`src/rtl/parity_checker_rx.sv`:
```
`default_nettype none
//============================================================================
// Module      : parity_checker_rx
// Description : Serial parity-word receiver. Takes a start pulse, DATA_W bits
//               LSB-first and one parity bit, then reports word + error flag.
//               Optional error counter: define PARITY_ERR_COUNT_EN.
// Revision    : 1.0 - initial release
//============================================================================
module parity_checker_rx #(
    parameter int DATA_W = 4
) (
    input  logic              clk,
    input  logic              rst,
    input  logic              start,
    input  logic              odd_mode,
    input  logic              bit_in,
    input  logic              bit_valid,
    output logic              busy,
    output logic [DATA_W-1:0] data_out,
    output logic              parity_err,
    output logic              done
`ifdef PARITY_ERR_COUNT_EN
    ,
    output logic [7:0]        err_count
`endif
);

    localparam int               CNT_W      = $clog2(DATA_W) + 1;
    localparam logic [CNT_W-1:0] c_last_idx = CNT_W'(DATA_W - 1);

    localparam logic [1:0] c_st_idle   = 2'd0;
    localparam logic [1:0] c_st_data   = 2'd1;
    localparam logic [1:0] c_st_parity = 2'd2;

    logic [1:0]        r_state;
    logic [1:0]        w_state_nxt;
    logic [CNT_W-1:0]  r_cnt;
    logic [DATA_W-1:0] r_shift;
    logic              r_acc;
    logic              r_mode;
    logic              w_take_start;
    logic              w_take_data;
    logic              w_take_parity;

    assign w_take_start  = (r_state == c_st_idle)   && start;
    assign w_take_data   = (r_state == c_st_data)   && bit_valid;
    assign w_take_parity = (r_state == c_st_parity) && bit_valid;
    assign busy          = (r_state != c_st_idle);

    always_comb begin
        w_state_nxt = r_state;
        case (r_state)
            c_st_idle:   if (start) w_state_nxt = c_st_data;
            c_st_data:   if (bit_valid && (r_cnt == c_last_idx)) w_state_nxt = c_st_parity;
            c_st_parity: if (bit_valid) w_state_nxt = c_st_idle;
            default:     w_state_nxt = c_st_idle;
        endcase
    end

    always_ff @(posedge clk or posedge rst) begin
        if (rst) begin
            r_state <= c_st_idle;
        end else begin
            r_state <= w_state_nxt;
        end
    end

    always_ff @(posedge clk or posedge rst) begin
        if (rst) begin
            r_cnt      <= '0;
            r_shift    <= '0;
            r_acc      <= 1'b0;
            r_mode     <= 1'b0;
            data_out   <= '0;
            parity_err <= 1'b0;
            done       <= 1'b0;
        end else begin
            done <= 1'b0;
            if (w_take_start) begin
                r_mode  <= odd_mode;
                r_shift <= '0;
                r_cnt   <= '0;
                r_acc   <= 1'b0;
            end
            if (w_take_data) begin
                // Decoded write keeps the index width independent of DATA_W.
                for (int i = 0; i < DATA_W; i++) begin
                    if (r_cnt == CNT_W'(i)) r_shift[i] <= bit_in;
                end
                r_acc <= r_acc ^ bit_in;
                r_cnt <= r_cnt + CNT_W'(1);
            end
            if (w_take_parity) begin
                data_out   <= r_shift;
                parity_err <= r_acc ^ bit_in ^ r_mode;
                done       <= 1'b1;
            end
        end
    end

`ifdef PARITY_ERR_COUNT_EN
    logic [7:0] r_err_count;

    always_ff @(posedge clk or posedge rst) begin
        if (rst) begin
            r_err_count <= 8'd0;
        end else if (w_take_parity && (r_acc ^ bit_in ^ r_mode) && (r_err_count != 8'hFF)) begin
            r_err_count <= r_err_count + 8'd1;
        end
    end

    assign err_count = r_err_count;
`endif

endmodule
`default_nettype wire

```
`config.mk`:
```
export PLATFORM = sky130hd
export DESIGN_NAME = parity_checker_rx
export DESIGN_NICKNAME = d
export VERILOG_FILES = /design/src/rtl/parity_checker_rx.sv
export SDC_FILE = /design/constraint.sdc
export NUM_CORES = 1
export LEC_CHECK = 0
export CORE_AREA = 2 2 56 58
export DETAILED_ROUTE_END_ITERATION = 16
export DIE_AREA = 0 0 58 60
export MAX_ROUTING_LAYER = met4
export SLEW_MARGIN = 30
export SYNTH_ARGS = -nofsm -noshare
export SYNTH_HDL_FRONTEND = slang
export SYNTH_SLANG_ARGS = --single-unit
```
`constraint.sdc`:
```
create_clock -name clk -period 2.2 [get_ports clk]
set_clock_uncertainty 0.15 [all_clocks]
set_input_delay 0.55 -clock clk [delete_from_list [all_inputs] [get_ports clk]]
set_output_delay 0.55 -clock clk [all_outputs]
set_load 0.05 [all_outputs]
```
==> flow_metrics.tcl, run 1 <==
set metrics [dict create \
    min_path_type "reg -> reg" \
    ys.flop_type "dfrtp_1" \
    irDropWorstVdd_v 0.000476 \
    met2_length_um 632 \
    critPathMaxFanout 2 \
    hold_viol_final 0 \
    worst_path_dominant_cell_family "buffers and inverters" \
    status "complete, no violations" \
    maxCapViolCount 0 \
    port_buffers 12 \
    netlist_instances 71 \
    ioPinCount 13 \
    reg2reg_setup_slack_ps 570 \
    path_clk_slew_ps 80 \
    startpoint_type "flop" \
    setup_viol 0 \
    synth_adder_area_share_pct 7.67 \
    powerDensity_nw_per_um2 1240 \
    wl_met3_um 50 \
    start_util_pct 28.1 \
    synth_top_family_by_area "simple AND/OR/NAND/NOR gates" \
    clock_latency_ps 280 \
    critPathCapture "parity_err" \
    nets 101 \
    n_antenna_cell 0 \
    dpl.hpwl_um 1020 \
    synth_compound_area_share_pct 7.67 \
    max_slew_margin_pct 67.1 \
    holdWs_ps 336 \
    yosysSeqAreaShare_pct 52.1 \
    fillerInstances 309 \
    cts_hold_buffers 0 \
    wl_per_cell_um 11.0 \
    viasPerCell 4.52 \
    critPathSlowestCell "clkdlybuf4s50_1" \
    h-tree-depth 1 \
    synth_cell_types 27 \
    leakagePower_nw 0.510 \
    fin_crit_sh_pct 96.4 \
    drive_gt1_share_pct 20.2 \
    rows 20 \
    async_flop_share_pct 100 \
    first_global_vias 535 \
    grt_pass1_wl_um 2290 \
    cp-end-kind "primary output" \
    synth-simple-area-share_pct 16.0 \
    drt-initial-drc-count 12 \
    place_congestion 0.807 \
    vias 552 \
    drt-met1-wl_um 643 \
    syn2layout_area_growth_pct 23.9 \
    cts_resized 0 \
    cp-startpoint "parity_err$_DFFE_PP0P_" \
    finalWirelength_um 1340 \
    final_util_pct 34.8 \
    rsz0062_at_grt "no" \
    numCtsBuffers 3 \
    slew_violations 0 \
    cts_buffer_depth 2 \
    r2r-end "r_acc$_DFFE_PP0P_" \
    power.total_mw 1.25 \
    fmax_ghz 0.471 \
    r2r_cells 3 \
    die_x_um 58 \
    syn_nets 82 \
    syn_avg_cell_area_um2 11.5 \
    synth.area.mux_share_pct 10.6 \
    syn-cell-area_um2 816 \
    path_buf_inv 1 \
    postRouteAntennaNets 0 \
    ys_ff_latch 17 \
    die_area_um2 3480 \
    post-cts-setup-buffers 0 \
    worstPathArrival_ps 1420 \
    reg2reg_from "r_state[1]$_DFFE_PP0P_" \
    critPathRequiredTime_ps 1500 \
    synth_xor_area_share_pct 2.15 \
    slowest_delay_ps 800 \
    highest_layer "met4" \
    worstSetupPathType "reg -> out" \
    final_cells 122 \
    worst_pin_slew_ps 492 \
    worstPathCellList "clkdlybuf4s50_1" \
    clockRootBuffer "clkbuf_4" \
    die_h_um 60 \
    core_area_um2 2900 \
    overflow 0 \
    synth_edf_count 0 \
    grt_start_max_net_pins 18 \
    setup_tns_ps 0 \
    firstDrtPassIters 4 \
    crit_cells 1 \
    dp.cells 118 \
    fin_crit_ps 2120 \
    yosys_warnings 0 \
    antenna_found_initial 0 \
    cts_tree "built" \
    cts_sinks 17 \
    grt.total_usage_pct 9.12 \
    drc 0 \
]
-- flip-flops by register name, summed over array words and instances, names as in the netlist --
name,flops
r_shift,4
parity_err,1
r_acc,1
r_mode,1
done,1
r_state,2
r_cnt,3
data_out,4
-- cell families after synthesis --
family                   Yosys count
AO/OA/AOI/OAI                      9
XOR/XNOR                           2
adder cells (fa/ha/maj)            5
buffers and inverters              8
flip-flops                        17
multiplexers                       8
AND/OR/NAND/NOR                   22
-- power breakdown --
group	total, mW	switching (mW)	internal [mW]
sequential	0.532	0.0988	0.433
clock	0.159	0.0887	0.0703
combinational	0.562	0.310	0.252
-- cells in the mapped netlist (all sizes together) (2+ instances only) --
cell type / n / share of area (%)
ha: 5 / 7.7
nand3b: 2 / 1.8
dfrtp: 17 / 52
nand3: 2 / 1.2
nand2: 9 / 4.1
mux2: 5 / 6.9
mux2i: 3 / 3.7
inv: 7 / 3.2
o21ai: 3 / 1.8
-- layout make-up --
class	instances	area [um^2]	share of cell area [%]
sequential	17	425	42.1
multi-input combinational	46	359	35.5
inverter	7	26.3	2.60
timing repair buffer	15	133	13.1
clock buffer	4	26.3	2.60
tap	33	41.3	4.08
-- stage by stage --
stage | setup slack, ps | instance area [um^2]
global placement | 77.4 | 985
detailed placement | 60.7 | 985
finish | 79.0 | 1010
floorplan | 486 | 816
CTS | 56.4 | 1010
global route | 18.5 | 1010
-- how the worst min path moves through the flow --
stage	start	endpoint	slack, ps	cells past startpoint
CTS	parity_err$_DFFE_PP0P_	parity_err$_DFFE_PP0P_	340	2
floorplan	r_shift[3]$_DFF_PP0_	r_shift[3]$_DFF_PP0_	310	2
global placement	parity_err$_DFFE_PP0P_	parity_err$_DFFE_PP0P_	320	2
detailed placement	parity_err$_DFFE_PP0P_	parity_err$_DFFE_PP0P_	320	2
finish	parity_err$_DFFE_PP0P_	parity_err$_DFFE_PP0P_	340	2
global route	parity_err$_DFFE_PP0P_	parity_err$_DFFE_PP0P_	370	2
-- placed cells by master (no fill, tap or decap), types with 2 or more instances in the layout --
cell type        instances
nand3b_1                 2
mux2i_1                  3
clkbuf_4                 3
buf_4                    7
ha_1                     5
o21ai_0                  3
inv_1                    7
nand3_1                  2
dfrtp_1                 17
clkdlybuf4s50_1          8
nand2_1                  9
mux2_2                   5
-- routing by layer --
layer,global-route usage (%),vias to the layer above
met3,2.16,2
met4,4.98,0
met1,11.7,264
met5,-,-
li1,-,279
met2,13.3,7
Power figures use the tool's default switching activity.
==> run 2: changes to the inputs <==
CORE_AREA = 2 2 48 67   (was 2 2 56 58)
DIE_AREA = 0 0 50 69   (was 0 0 58 60)
==> run 2 against run 1 <==
Net effect:
- worst hold slack lost 11 ps
- total power grew 5.3%
- via count shrank 0.18%
- critical path depth is the same
- critical path type unchanged
- core utilization grew 1.6 points
- critical endpoint is now data_out[3]
- largest power group unchanged
- register-to-register slack gained 20 ps
- sequential power is essentially flat
- global-route usage grew 0.79 points
- cell count grew 3.3%
- largest cell class unchanged
- maximum frequency grew 1.5%
==> flow_metrics.tcl, run 2 (same netlist as run 1, synthesis figures left out) <==
set metrics [dict create \
    status "complete, no violations" \
    holdWs_ps 326 \
    grt_pass1_wl_um 2550 \
    worstPathArrival_ps 1390 \
    critPathSlowestCell "clkdlybuf4s50_1" \
    cts_sinks 17 \
    max_slew_margin_pct 67.1 \
    largestRegisters "data_out: 4 flops, r_shift: 4 flops, r_cnt: 3 flops" \
    final_common_cell "dfrtp_1" \
    cp-startpoint "data_out[3]$_DFFE_PP0P_" \
    maxCapViolCount 0 \
    slowest_delay_ps 800 \
    rows 23 \
    h-tree-depth 1 \
    viasPerCell 4.37 \
    setup_tns_ps 0 \
    ioPinCount 13 \
    drc 0 \
    clockRootBuffer "clkbuf_8" \
    antenna_found_initial 0 \
    postRouteAntennaNets 0 \
    leakagePower_nw 0.519 \
    worst_path_dominant_cell_family "buffers and inverters" \
    grt_start_max_net_pins 18 \
    wl_per_cell_um 10.9 \
    overflow 0 \
    cts_buffer_depth 2 \
    start_util_pct 28.6 \
    irDropWorstVdd_v 0.000432 \
    fin_crit_ps 2090 \
    cts_hold_buffers 0 \
    critPathMaxFanout 2 \
    die_x_um 50 \
    placed_area_um2 992 \
    n_antenna_cell 0 \
    setup_ws_ps 111 \
    numCtsBuffers 3 \
    port_buffers 12 \
    die_h_um 69 \
    hold_viol_final 0 \
    hp-start "parity_err$_DFFE_PP0P_" \
    finalWirelength_um 1370 \
    place_congestion 0.714 \
    final_cell_mix "dfrtp_1, nand2_1, clkdlybuf4s50_1" \
    min_path_type "reg -> reg" \
    rsz0062_at_grt "no" \
    worstSetupPathType "reg -> out" \
    worst_pin_slew_ps 492 \
    firstDrtPassIters 3 \
    cp-end-kind "primary output" \
    dp_worst_setup_slack_ps 63.2 \
    final_area_um2 1040 \
    fmax_ghz 0.479 \
    worstPathCellList "clkdlybuf4s50_1" \
    critPathRequiredTime_ps 1500 \
    cts_resized 0 \
    clock_latency_ps 250 \
    cts_tree "built" \
    first_global_vias 553 \
    die_area_um2 3450 \
    drive_gt1_share_pct 20.2 \
    reg2reg_from "r_state[1]$_DFFE_PP0P_" \
    vias 551 \
    core_area_um2 2850 \
    drt-initial-drc-count 8 \
    nets 101 \
    syn2layout_area_growth_pct 27.3 \
    slew_violations 0 \
    post-cts-setup-buffers 0 \
    fin_crit_sh_pct 95.0 \
    setup_viol 0 \
    powerDensity_nw_per_um2 1270 \
    path_clk_slew_ps 60 \
    grt.total_usage_pct 9.91 \
    startpoint_type "flop" \
    path_buf_inv 1 \
    power.total_mw 1.32 \
    dpl.hpwl_um 1070 \
]
## run 2: cell type report
cell class,instances,area [um^2]
Fill cell,273,1810
Sequential cell,17,425
Multi-Input combinational cell,46,359
Timing Repair Buffer,15,135
Tap cell,37,46.3
Clock buffer,3,41.3
Inverter,7,26.3
Clock inverter,1,5.00
## run 2: final timing paths
path	end	slack [ps]	cells past startpoint
max	data_out[3]	110	1
min	parity_err$_DFFE_PP0P_	330	2
max reg2reg	r_acc$_DFFE_PP0P_	590	3
min reg2reg	parity_err$_DFFE_PP0P_	330	2
max in group asynchronous	r_acc$_DFFE_PP0P_	1260	3
min in group asynchronous	data_out[2]$_DFFE_PP0P_	460	3
## run 2: per-layer routing
layer / up-vias / track usage (%) / wire [um]
li1: 278 / - / -
met1: 260 / 11.0 / 553
met2: 9 / 15.8 / 753
met3: 4 / 1.30 / 24
met4: 0 / 7.41 / 43
met5: - / - / 0
## run 2: tightest hold or removal path: cells and delay by family (launching register included)
kind,cells,cell delay [ps]
AND/OR/NAND/NOR,1,40
flip-flops,1,340
AO/OA/AOI/OAI,1,60
## run 2: power by group
part	switching, mW	total (mW)	internal [mW]
clock	0.103	0.228	0.126
sequential	0.0978	0.532	0.434
combinational	0.305	0.559	0.254
## run 2: metrics by stage
step	cells	util, %
after CTS	126	36.5
final	126	36.5
after global placement	122	34.8
after floorplan	71	-
after detailed placement	122	34.8
after global routing	126	36.5
